### src/rtl/loader_pkg.sv
// rtl/loader_pkg.sv - shared state encoding and image framing constants for the program loader
package loader_pkg;

    typedef enum logic [2:0] {
        ST_HDR,
        ST_DATA,
        ST_CSUM,
        ST_DONE,
        ST_ERR
    } load_state_t;

    localparam int BYTES_PER_WORD = 4;
    localparam int HDR_BYTES      = 4;

endpackage

### src/rtl/uart_rx.sv
// rtl/uart_rx.sv - 8N1 UART receiver with 2-flop synchronizer, start-bit glitch rejection
// and a one-cycle byte_valid pulse in the middle of the stop bit.
module uart_rx #(
    parameter int CLK_PER_BIT = 868
) (
    input  logic       CLK,
    input  logic       RST_N,
    input  logic       rx,
    output logic       byte_valid,
    output logic [7:0] byte_data,
    output logic       frame_err
);

    localparam int CNT_W = $clog2(CLK_PER_BIT);
    localparam logic [CNT_W-1:0] HALF_LAST = CNT_W'(CLK_PER_BIT / 2 - 1);
    localparam logic [CNT_W-1:0] BIT_LAST  = CNT_W'(CLK_PER_BIT - 1);

    typedef enum logic [1:0] {RX_IDLE, RX_START, RX_DATA, RX_STOP} rx_state_t;

    rx_state_t        state, state_n;
    logic             rx_meta, rx_sync;
    logic             armed, armed_n;
    logic [CNT_W-1:0] cnt, cnt_n;
    logic [2:0]       bit_idx, bit_idx_n;
    logic [7:0]       shreg, shreg_n;
    logic             valid_n, ferr_n;
    logic [7:0]       data_n;

    always_ff @(posedge CLK or negedge RST_N) begin
        if (!RST_N) begin
            rx_meta    <= 1'b0;
            rx_sync    <= 1'b0;
            state      <= RX_IDLE;
            armed      <= 1'b0;
            cnt        <= '0;
            bit_idx    <= '0;
            shreg      <= '0;
            byte_valid <= 1'b0;
            byte_data  <= '0;
            frame_err  <= 1'b0;
        end else begin
            rx_meta    <= rx;
            rx_sync    <= rx_meta;
            state      <= state_n;
            armed      <= armed_n;
            cnt        <= cnt_n;
            bit_idx    <= bit_idx_n;
            shreg      <= shreg_n;
            byte_valid <= valid_n;
            byte_data  <= data_n;
            frame_err  <= ferr_n;
        end
    end

    // armed records that the line has been seen high, so a line held low
    // across reset release is not mistaken for a start edge.
    always_comb begin
        state_n   = state;
        armed_n   = armed;
        cnt_n     = cnt + 1'b1;
        bit_idx_n = bit_idx;
        shreg_n   = shreg;
        valid_n   = 1'b0;
        data_n    = byte_data;
        ferr_n    = frame_err;
        case (state)
            RX_IDLE: begin
                cnt_n   = '0;
                armed_n = armed | rx_sync;
                if (armed && !rx_sync) begin
                    state_n = RX_START;
                    armed_n = 1'b0;
                    cnt_n   = CNT_W'(1);
                end
            end
            RX_START: begin
                if (cnt == HALF_LAST) begin
                    cnt_n     = '0;
                    bit_idx_n = '0;
                    state_n   = rx_sync ? RX_IDLE : RX_DATA;
                end
            end
            RX_DATA: begin
                if (cnt == BIT_LAST) begin
                    cnt_n     = '0;
                    shreg_n   = {rx_sync, shreg[7:1]};
                    bit_idx_n = bit_idx + 3'd1;
                    if (bit_idx == 3'd7) state_n = RX_STOP;
                end
            end
            RX_STOP: begin
                if (cnt == BIT_LAST) begin
                    cnt_n   = '0;
                    valid_n = 1'b1;
                    data_n  = shreg;
                    ferr_n  = !rx_sync;
                    state_n = RX_IDLE;
                end
            end
            default: state_n = RX_IDLE;
        endcase
    end

endmodule

### src/rtl/inst_loader.sv
// rtl/inst_loader.sv - UART program loader writing big-endian words into instruction memory.
// Optional trailing XOR checksum byte when LOADER_CHECKSUM_EN is defined.
module inst_loader
    import loader_pkg::*;
#(
    parameter int CLK_PER_BIT = 868,
    parameter int MAX_WORDS   = 200,
    parameter int ADDR_W      = 8
) (
    input  logic              CLK,
    input  logic              RST_N,
    input  logic              rx,
    input  logic              restart,
    output logic              mem_we,
    output logic [ADDR_W-1:0] mem_addr,
    output logic [31:0]       mem_wdata,
    output logic              busy,
    output logic              done,
    output logic              err
);

`ifdef LOADER_CHECKSUM_EN
    localparam load_state_t ST_TAIL = ST_CSUM;
`else
    localparam load_state_t ST_TAIL = ST_DONE;
`endif

    logic        byte_valid, frame_err;
    logic [7:0]  byte_data;

    uart_rx #(.CLK_PER_BIT(CLK_PER_BIT)) u_rx (
        .CLK        (CLK),
        .RST_N      (RST_N),
        .rx         (rx),
        .byte_valid (byte_valid),
        .byte_data  (byte_data),
        .frame_err  (frame_err)
    );

    load_state_t       state, state_n;
    logic [1:0]        byte_cnt, byte_cnt_n;
    logic [ADDR_W:0]   word_idx, word_idx_n;
    logic [ADDR_W:0]   word_cnt, word_cnt_n;
    logic [23:0]       shreg, shreg_n;
    logic [31:0]       shifted;
    logic              last_word, last_n;
    logic              we_n;
    logic [ADDR_W-1:0] addr_n;
    logic [31:0]       wdata_n;
`ifdef LOADER_CHECKSUM_EN
    logic [7:0]        acc, acc_n;
`endif

    assign shifted = {shreg, byte_data};

    always_ff @(posedge CLK or negedge RST_N) begin
        if (!RST_N) begin
            state     <= ST_HDR;
            byte_cnt  <= '0;
            word_idx  <= '0;
            word_cnt  <= '0;
            shreg     <= '0;
            last_word <= 1'b0;
            mem_we    <= 1'b0;
            mem_addr  <= '0;
            mem_wdata <= '0;
`ifdef LOADER_CHECKSUM_EN
            acc       <= '0;
`endif
        end else begin
            state     <= state_n;
            byte_cnt  <= byte_cnt_n;
            word_idx  <= word_idx_n;
            word_cnt  <= word_cnt_n;
            shreg     <= shreg_n;
            last_word <= last_n;
            mem_we    <= we_n;
            mem_addr  <= addr_n;
            mem_wdata <= wdata_n;
`ifdef LOADER_CHECKSUM_EN
            acc       <= acc_n;
`endif
        end
    end

    always_comb begin
        state_n    = state;
        byte_cnt_n = byte_cnt;
        word_idx_n = word_idx;
        word_cnt_n = word_cnt;
        shreg_n    = shreg;
        last_n     = 1'b0;
        we_n       = 1'b0;
        addr_n     = mem_addr;
        wdata_n    = mem_wdata;
`ifdef LOADER_CHECKSUM_EN
        acc_n      = acc;
`endif
        if (restart) begin
            state_n    = ST_HDR;
            byte_cnt_n = '0;
            word_idx_n = '0;
`ifdef LOADER_CHECKSUM_EN
            acc_n      = '0;
`endif
        end else begin
            case (state)
                ST_HDR: begin
                    if (byte_valid) begin
                        if (frame_err) begin
                            state_n = ST_ERR;
                        end else begin
                            shreg_n    = shifted[23:0];
                            byte_cnt_n = byte_cnt + 2'd1;
`ifdef LOADER_CHECKSUM_EN
                            acc_n      = acc ^ byte_data;
`endif
                            if (byte_cnt == 2'(HDR_BYTES - 1)) begin
                                byte_cnt_n = '0;
                                word_idx_n = '0;
                                word_cnt_n = shifted[ADDR_W:0];
                                if (shifted > 32'(MAX_WORDS)) state_n = ST_ERR;
                                else if (shifted == 32'd0)    state_n = ST_TAIL;
                                else                          state_n = ST_DATA;
                            end
                        end
                    end
                end
                ST_DATA: begin
                    // Hold one extra cycle after the last word so done trails the final write.
                    if (last_word) begin
                        state_n = ST_TAIL;
                    end else if (byte_valid) begin
                        if (frame_err) begin
                            state_n = ST_ERR;
                        end else begin
                            shreg_n    = shifted[23:0];
                            byte_cnt_n = byte_cnt + 2'd1;
`ifdef LOADER_CHECKSUM_EN
                            acc_n      = acc ^ byte_data;
`endif
                            if (byte_cnt == 2'(BYTES_PER_WORD - 1)) begin
                                byte_cnt_n = '0;
                                we_n       = 1'b1;
                                addr_n     = word_idx[ADDR_W-1:0];
                                wdata_n    = shifted;
                                word_idx_n = word_idx + 1'b1;
                                last_n     = ((word_idx + 1'b1) == word_cnt);
                            end
                        end
                    end
                end
`ifdef LOADER_CHECKSUM_EN
                ST_CSUM: begin
                    if (byte_valid) begin
                        if (frame_err)             state_n = ST_ERR;
                        else if (byte_data == acc) state_n = ST_DONE;
                        else                       state_n = ST_ERR;
                    end
                end
`endif
                default: ;
            endcase
        end
    end

    assign busy = (state == ST_HDR) || (state == ST_DATA) || (state == ST_CSUM);
    assign done = (state == ST_DONE);
    assign err  = (state == ST_ERR);

endmodule

### config.mk
export PLATFORM = sky130hd
export DESIGN_NAME = inst_loader
export DESIGN_NICKNAME = d
export VERILOG_FILES = /design/src/rtl/loader_pkg.sv /design/src/rtl/uart_rx.sv /design/src/rtl/inst_loader.sv
export SDC_FILE = /design/constraint.sdc
export NUM_CORES = 1
export LEC_CHECK = 0
export ABC_AREA = 1
export CELL_PAD_IN_SITES_DETAIL_PLACEMENT = 1
export CELL_PAD_IN_SITES_GLOBAL_PLACEMENT = 2
export CORE_MARGIN = 1.5
export CORE_UTILIZATION = 38
export DETAILED_ROUTE_END_ITERATION = 16
export GPL_TIMING_DRIVEN = 0
export MAX_ROUTING_LAYER = met4
export PLACE_DENSITY_LB_ADDON = 0.1
export SLEW_MARGIN = 30
export SYNTH_ARGS = -nofsm -noshare
export SYNTH_HDL_FRONTEND = slang
export SYNTH_SLANG_ARGS = --single-unit
### constraint.sdc
create_clock -name CLK -period 3 [get_ports CLK]
set_input_delay 0.6 -clock CLK [delete_from_list [all_inputs] [get_ports CLK]]
set_output_delay 0.6 -clock CLK [all_outputs]
set_load 0.1 [all_outputs]
==> results of run 1 <==
flip-flops by register name, summed over array words and instances, names as in the netlist, named ones only:
name	count
u_rx.cnt	10
u_rx.frame_err	1
last_word	1
u_rx.state	1
u_rx.byte_valid	1
byte_cnt	2
word_cnt	9
u_rx.bit_idx	3
word_idx	9
u_rx.armed	1
u_rx.rx_meta	1
u_rx.shreg	8
mem_addr	8
u_rx.byte_data	8
mem_wdata	32
shreg	24
state	3
u_rx.rx_sync	1
mem_we	1
logic make-up after synthesis:
logic type	share of synthesized area, %
DFF	56.3
buffers and inverters	7.73
adders and majority gates	2.48
AOI/OAI and AO/OA	10.8
xor gates and xnor gates	0.946
and+or+nand+nor	21.7
metal layers:
metal	routed length, µm	vias up
li1	-	2175
met1	6590	2155
met2	7070	59
met3	403	13
met4	211	0
met5	0	-
critical path, stage by stage (launching register included):
cell,delay [ns]
dfrtp_1,0.48
nand2_1,0.09
nor2_1,0.09
clkdlybuf4s50_1,1.13
final timing paths:
kind / cells past startpoint / endpoint / slack [ns]
max in group asynchronous: 2 / u_rx.shreg[6] / 2.22
setup / recovery: 3 / done / 0.19
setup reg to reg: 10 / u_rx.cnt[9] / 1.13
hold reg to reg: 0 / u_rx.rx_sync / 0.35
hold / removal: 1 / mem_wdata[27] / 0.07
min in group CLK: 0 / u_rx.rx_sync / 0.35
Yosys cell counts (all sizes together):
cell	n	area share [%]
inv	78	5.3
nor2	50	3.4
a31o	1	0.16
a211oi	1	0.14
o21bai	1	0.20
o211ai	2	0.27
xnor2	2	0.32
nand4	10	1.1
a22o	3	0.47
nand3b	3	0.41
buf	10	2.0
nor3	4	0.36
nand2	199	14
clkbuf	7	0.50
o21ai	97	9.0
dfrtp	125	56
a22oi	1	0.14
nand3	27	2.5
xor2	4	0.63
ha	11	2.5
a21oi	5	0.45
through the flow:
| stage | setup TNS [ns] | worst slack (ns) | total power, mW | instances | util (%) |
|---|---|---|---|---|---|
| floorplan | 0 | 0.463 | 2.31 | 641 | - |
| detailed placement | 0 | 0.610 | 2.52 | 869 | 44.6 |
| global placement | -453.32 | -3.64 | 2.49 | 868 | 44.4 |
| global route | 0 | 0.0625 | 4.75 | 901 | 48.8 |
| CTS | 0 | 0.168 | 4.61 | 901 | 48.8 |
| finish | 0 | 0.187 | 4.54 | 901 | 48.8 |
where the power goes:
part / internal [mW] / switching, mW / total [mW]
clock network: 1.23 / 0.822 / 2.05
logic: 0.181 / 0.487 / 0.668
registers: 1.74 / 0.0751 / 1.82
area by class of cell:
| class | instances | area share [%] |
|---|---|---|
| clock buffers | 17 | 6.19 |
| clock inverters | 15 | 2.40 |
| flip-flops and latches | 125 | 45.5 |
| well taps | 180 | 3.27 |
| repair buffers | 48 | 7.31 |
| multi-input cells | 421 | 29.1 |
| plain buffers | 17 | 1.98 |
| inverters | 78 | 4.26 |
==> impl_metrics.ini, run 1 <==
[cells_and_area]
fillCellCount = 1643
seq_area_mm2 = 0.00313
area_delta_synth_final_pct = 23.8
layout_commonest_cell = nand2_1
fin_area_mm2 = 0.00688
layout.nets = 723
multi_input_area_mm2 = 0.00200
final_cell_mix = nand2_1, dfrtp_1, o21ai_0
drive_gt1_share_pct = 8.18
num_antenna_cells = 0

[global_routing]
grt_pass1_wl_um = 23900
use_met1_pct = 26.7
use_met3_pct = 4.72
track_usage_pct = 21.3
grt_pass1_vias = 4687
grt-busiest-layer = met2
overflow = 0
use_met2_pct = 34.5
grt_max_degree = 81
antenna_found_initial = 0

[routing]
dr.pass1.iters = 4
wl_per_cell_um = 15.8
routed_wl_um = 14300
drc_errors = 0
drt_iter0_markers = 201
avgViaCountPerCell = 4.89
vias = 4402
antenna_left = 0

[place]
dpl.hpwl_um = 10100
placed_area_mm2 = 0.00629
gp_congestion = 0.807
io_buffers = 47

[setup_path]
worstPathArrival_ns = 2.21
startpoint = state[0]
cp-end-kind = output port
crit_fanout = 7
required_ns = 2.40
r2r_start = u_rx.cnt[0]
start_kind = flip-flop
crit_type = reg2out

[die]
die_h_um = 124
std_cell_rows = 43
die_w_um = 124
pin_count = 48
fp.dieArea_mm2 = 0.0154
core_mm2 = 0.0141
initial_core_util_pct = 39.4

[sta]
slew_violations = 0
rsz0062_at_grt = false
fin_crit_sh_pct = 93.8
tightest_slew_ns = 0.985
max_freq_mhz = 356
maxSlewHeadroom_pct = 34.1
hold_viol = 0
holdWs_ns = 0.0668
setup_viol = 0
finalCriticalPeriod_ns = 2.81
fin_skew_ns = 0.00633

[pwr]
peakVddDrop_uv = 393
power.density_mw_per_mm2 = 660
p_leak_nw = 3.15

[cts]
holdBufCountCts = 0
clkLatencyLatePin_ns = 0.42
cts_setup_buffers = 0
htreeDepth = 4
cts_root_buffer = clkbuf_16
cts.repair.resized = 0
cts.path.max_buffers = 2
cts_sinks = 125
cts_tree = built
cts_inserted_buffers = 17
path_clk_slew_ns = 0.06

[synth]
syn_nets = 656
syn_area_per_cell_um2 = 8.66
syn_inst = 641
ys_ff_latch = 125
synth_cell_types = 29
ys_seq_area_share_pct = 56.3
syn_area_mm2 = 0.00555
yosysWarnings = 0

[outcome]
outcome = finished clean

[worst_hold_path]
hold_path_class = in2async

[job]
cap_violations = 0
No activity file was read; power rests on OpenSTA's default activity.
==> run 2: changes to the inputs <==
==> constraint.sdc (replaced) <==
create_clock -name CLK -period 3 [get_ports CLK]
set_input_delay 0.3 -clock CLK [delete_from_list [all_inputs] [get_ports CLK]]
set_output_delay 0.3 -clock CLK [all_outputs]
set_load 0.1 [all_outputs]
==> impl_metrics.ini, run 2 (synthesis gave the netlist of run 1 again) <==
[outcome]
outcome = finished clean

[place]
dpl.hpwl_um = 9980
io_buffers = 47
gp_congestion = 0.812
dp.cells = 869

[die]
core_mm2 = 0.0141
initial_core_util_pct = 39.4
std_cell_rows = 43
fp.dieArea_mm2 = 0.0154
die_w_um = 124
die_h_um = 124
pin_count = 48

[routing]
drc_errors = 0
drt_iter0_markers = 166
routed_wl_um = 13800
dr.pass1.iters = 4
antenna_left = 0
vias = 4413
wl_per_cell_um = 15.3
avgViaCountPerCell = 4.90

[cells_and_area]
largest_register_ffs = 32
area_delta_synth_final_pct = 24.1
final_cell_mix = nand2_1, dfrtp_1, o21ai_0
layout_commonest_cell = nand2_1
top_register = mem_wdata
stdcell_count = 901
fillCellCount = 1655
layout.nets = 724
largestRegisters = mem_wdata: 32 flops, shreg: 24 flops, u_rx.cnt: 10 flops
drive_gt1_share_pct = 7.35
utilization_pct = 48.9
num_antenna_cells = 0

[global_routing]
grt_pass1_wl_um = 23400
track_usage_pct = 20.6
overflow = 0
grt_pass1_vias = 4746
antenna_found_initial = 0
grt_max_degree = 74

[setup_path]
worstPathArrival_ns = 2.22
start_kind = flip-flop
crit_chain = nor3_1 > clkdlybuf4s50_1
reg2reg_depth = 10
r2r_start = u_rx.cnt[0]
cp.buffers_inverters = 1
path_depth = 2
setup.reg_to_reg.worst_slack_ns = 1.14
required_ns = 2.70
crit_fanout = 7
crit_family = buffers and inverters
crit_type = reg2out
cp-end-kind = output port
r2r-end = u_rx.cnt[9]
slowest_stage = clkdlybuf4s50_1
crit_path_max_incr_delay_ns = 1.15

[sta]
fin_skew_ns = 0.00740
finalCriticalPeriod_ns = 2.52
holdWs_ns = 0.330
maxSlewHeadroom_pct = 33.9
hold_viol = 0
max_freq_mhz = 397
tns_ns = 0
rsz0062_at_grt = false
fin_crit_sh_pct = 84.0
tightest_slew_ns = 0.988
setup_viol = 0
slew_violations = 0

[worst_hold_path]
hold_path_class = in2reg
min_from = rx
worstHoldEndpoint = u_rx.rx_meta
holdPathStages = 1

[pwr]
peakVddDrop_uv = 535
finalPower_mw = 4.57
power.density_mw_per_mm2 = 663
p_leak_nw = 3.17

[cts]
cts_inserted_buffers = 17
cts_root_buffer = clkbuf_16
cts_tree = built
cts_sinks = 125
clkLatencyLatePin_ns = 0.41
cts_setup_buffers = 0
htreeDepth = 4
cts.path.max_buffers = 2
path_clk_slew_ns = 0.05

[job]
cap_violations = 0
run 2: cell count changes in the layout (fill, tap and decap cells not counted), sizes merged:
cell,delta
bufinv,+1
clkinv,-4
dlygate4sd3,+1
inv,-3
clkinvlp,-3
clkbuf,+8
run 2: worst max-delay path by stage:
stage | start | to | slack (ns)
2_1_floorplan | state[0] | err | 0.19
3_3_place_gp | RST_N | u_rx.shreg[1] | -3.27
3_5_place_dp | restart | mem_addr[4] | 0.88
4_1_cts | state[1] | err | 0.44
5_1_grt | state[1] | err | 0.38
6_report | state[0] | err | 0.48
run 2: metrics by stage:
step	setup slack, ns	cell area (µm²)
floorplan	0.187	5550
global placement	-3.27	6250
detailed placement	0.883	6280
CTS	0.443	6900
global route	0.382	6900
finish	0.480	6900
run 2: where the power goes:
part	switching (mW)	total, mW	internal [mW]	leakage (nW)
clock	0.707	2.09	1.39	0.293
combinational	0.474	0.655	0.181	1.15
sequential	0.0748	1.82	1.75	1.73
total	1.26	4.57	3.31	3.17
run 2: cell type report:
class / instances / area [µm²] / area share, %
flip-flops and latches: 125 / 3130 / 45.4
inverters: 78 / 293 / 4.25
clock buffers: 25 / 495 / 7.19
well taps: 180 / 225 / 3.27
repair buffers: 49 / 513 / 7.44
multi-input cells: 421 / 2000 / 29.0
plain buffers: 17 / 136 / 1.98
clock inverters: 6 / 108 / 1.56
run 2: per-layer routing:
metal | global-route usage [%] | share of wire [%] | vias up
li1 | - | - | 2172
met1 | 26.0 | 47 | 2173
met2 | 33.7 | 49 | 58
met3 | 4.72 | 3.2 | 10
met4 | 5.54 | 0.86 | 0
met5 | - | 0 | -
run 2: timing repair:
action,4_1_cts,5_1_grt
hold buffers,1,0
endpoints found under the hold margin,72,0
gates resized for setup,0,0
==> run 3: changes to the inputs <==
Settings changed: CORE_UTILIZATION 38 to 35.
Clock period 3 ns to 2.55 ns, I/O delays scaled along.
==> impl_metrics.ini, run 3 (synthesis gave the netlist of run 1 again) <==
[global_routing]
grt_max_degree = 75
grt_pass1_vias = 4668
track_usage_pct = 19.4
antenna_found_initial = 0
overflow = 0
grt_pass1_wl_um = 23800

[cells_and_area]
utilization_pct = 45.1
top_register = mem_wdata
num_antenna_cells = 0
layout_commonest_cell = nand2_1
largest_register_ffs = 32
layout.nets = 724
largestRegisters = mem_wdata: 32 flops, shreg: 24 flops, u_rx.cnt: 10 flops
final_cell_mix = nand2_1, dfrtp_1, o21ai_0
fillCellCount = 1831
area_delta_synth_final_pct = 24.8
drive_gt1_share_pct = 7.36

[cts]
path_clk_slew_ns = 0.05
htreeDepth = 4
cts_sinks = 125
cts_inserted_buffers = 17
cts.path.max_buffers = 2
cts_setup_buffers = 0
cts_root_buffer = clkbuf_16
clkLatencyLatePin_ns = 0.43
cts_tree = built

[place]
io_buffers = 47
gp_congestion = 0.769
dpl.hpwl_um = 10100

[pwr]
peakVddDrop_uv = 480
power.density_mw_per_mm2 = 778
p_leak_nw = 3.18

[setup_path]
cp-end-kind = output port
crit_fanout = 7
crit_type = reg2out
worstPathArrival_ns = 2.22
start_kind = flip-flop
required_ns = 2.30

[worst_hold_path]
hold_path_class = in2reg

[routing]
avgViaCountPerCell = 4.67
vias = 4351
drc_errors = 0
dr.pass1.iters = 4
wl_per_cell_um = 15.1
drt_iter0_markers = 181
antenna_left = 0
routed_wl_um = 14000

[sta]
finalCriticalPeriod_ns = 2.48
tightest_slew_ns = 0.975
rsz0062_at_grt = false
fin_skew_ns = 0.00624
fin_crit_sh_pct = 97.1
tns_ns = 0
slew_violations = 0
hold_viol = 0
setup_viol = 0
max_freq_mhz = 404
maxSlewHeadroom_pct = 34.8

[outcome]
outcome = finished clean

[die]
std_cell_rows = 45
die_h_um = 129
pin_count = 48
initial_core_util_pct = 36.1
core_mm2 = 0.0154
fp.dieArea_mm2 = 0.0166
die_w_um = 129

[job]
cap_violations = 0
## run 3: metrics by stage
step | worst slack [ns] | hold slack [ns] | instances | total power [mW] | instance area [µm²]
CTS | 0.0382 | 0.262 | 931 | 5.46 | 6930
finish | 0.0731 | 0.275 | 931 | 5.39 | 6930
global route | 0.0169 | 0.288 | 931 | 5.64 | 6930
detailed placement | 0.479 | 0.200 | 900 | 2.96 | 6330
global placement | -3.75 | 0.333 | 899 | 2.94 | 6290
floorplan | 0.358 | -0.0406 | 641 | 2.72 | 5560
## run 3: final cells by class
class | count | area, µm² | share of cell area (%)
inverter | 78 | 293 | 4.22
sequential | 125 | 3130 | 45.1
clock inverter | 6 | 110 | 1.59
multi-input combinational | 421 | 2000 | 28.9
tap | 211 | 264 | 3.81
buffer | 17 | 136 | 1.97
clock buffer | 24 | 482 | 6.95
timing repair buffer | 49 | 515 | 7.44
## run 3: worst max-delay path, cell delays in order, from the launching register on
cell and delay, ns:
dfrtp_1 0.46, a21oi_1 0.19, clkdlybuf4s50_1 1.15
## run 3: power breakdown
group          total, mW  internal (mW)  switching [mW]
Sequential          2.14           2.05          0.0865
Combinational      0.789          0.213           0.576
Clock               2.46           1.60           0.863
Total               5.39           3.87            1.53
## run 3: timing repair
| action | CTS | global route |
|---|---|---|
| gates resized for setup | 0 | 1 |
| hold endpoints to repair | 51 | 0 |
| hold buffers | 1 | 0 |
| setup endpoints to repair | 0 | 1 |
## run 3: path summary, 6_finish.rpt
check                                  start  slack (ns)  cells after the start             to
worst max-delay path                state[0]        0.07                      2           busy
max in group asynchronous              RST_N        1.50                      3  u_rx.shreg[4]
worst max register to register   u_rx.cnt[0]        0.66                     10    u_rx.cnt[9]
worst min-delay path                      rx        0.28                      1   u_rx.rx_meta
min in group asynchronous              RST_N        0.34                      2  mem_wdata[26]
worst min register to register  u_rx.rx_meta        0.35                      0   u_rx.rx_sync
## run 3: metal layers
layer / vias up / track usage, % / part of all wire, %
li1: 2173 / - / -
met1: 2109 / 23.7 / 48
met2: 48 / 31.7 / 48
met3: 21 / 3.74 / 2.3
met4: 0 / 7.53 / 1.5
met5: - / - / 0
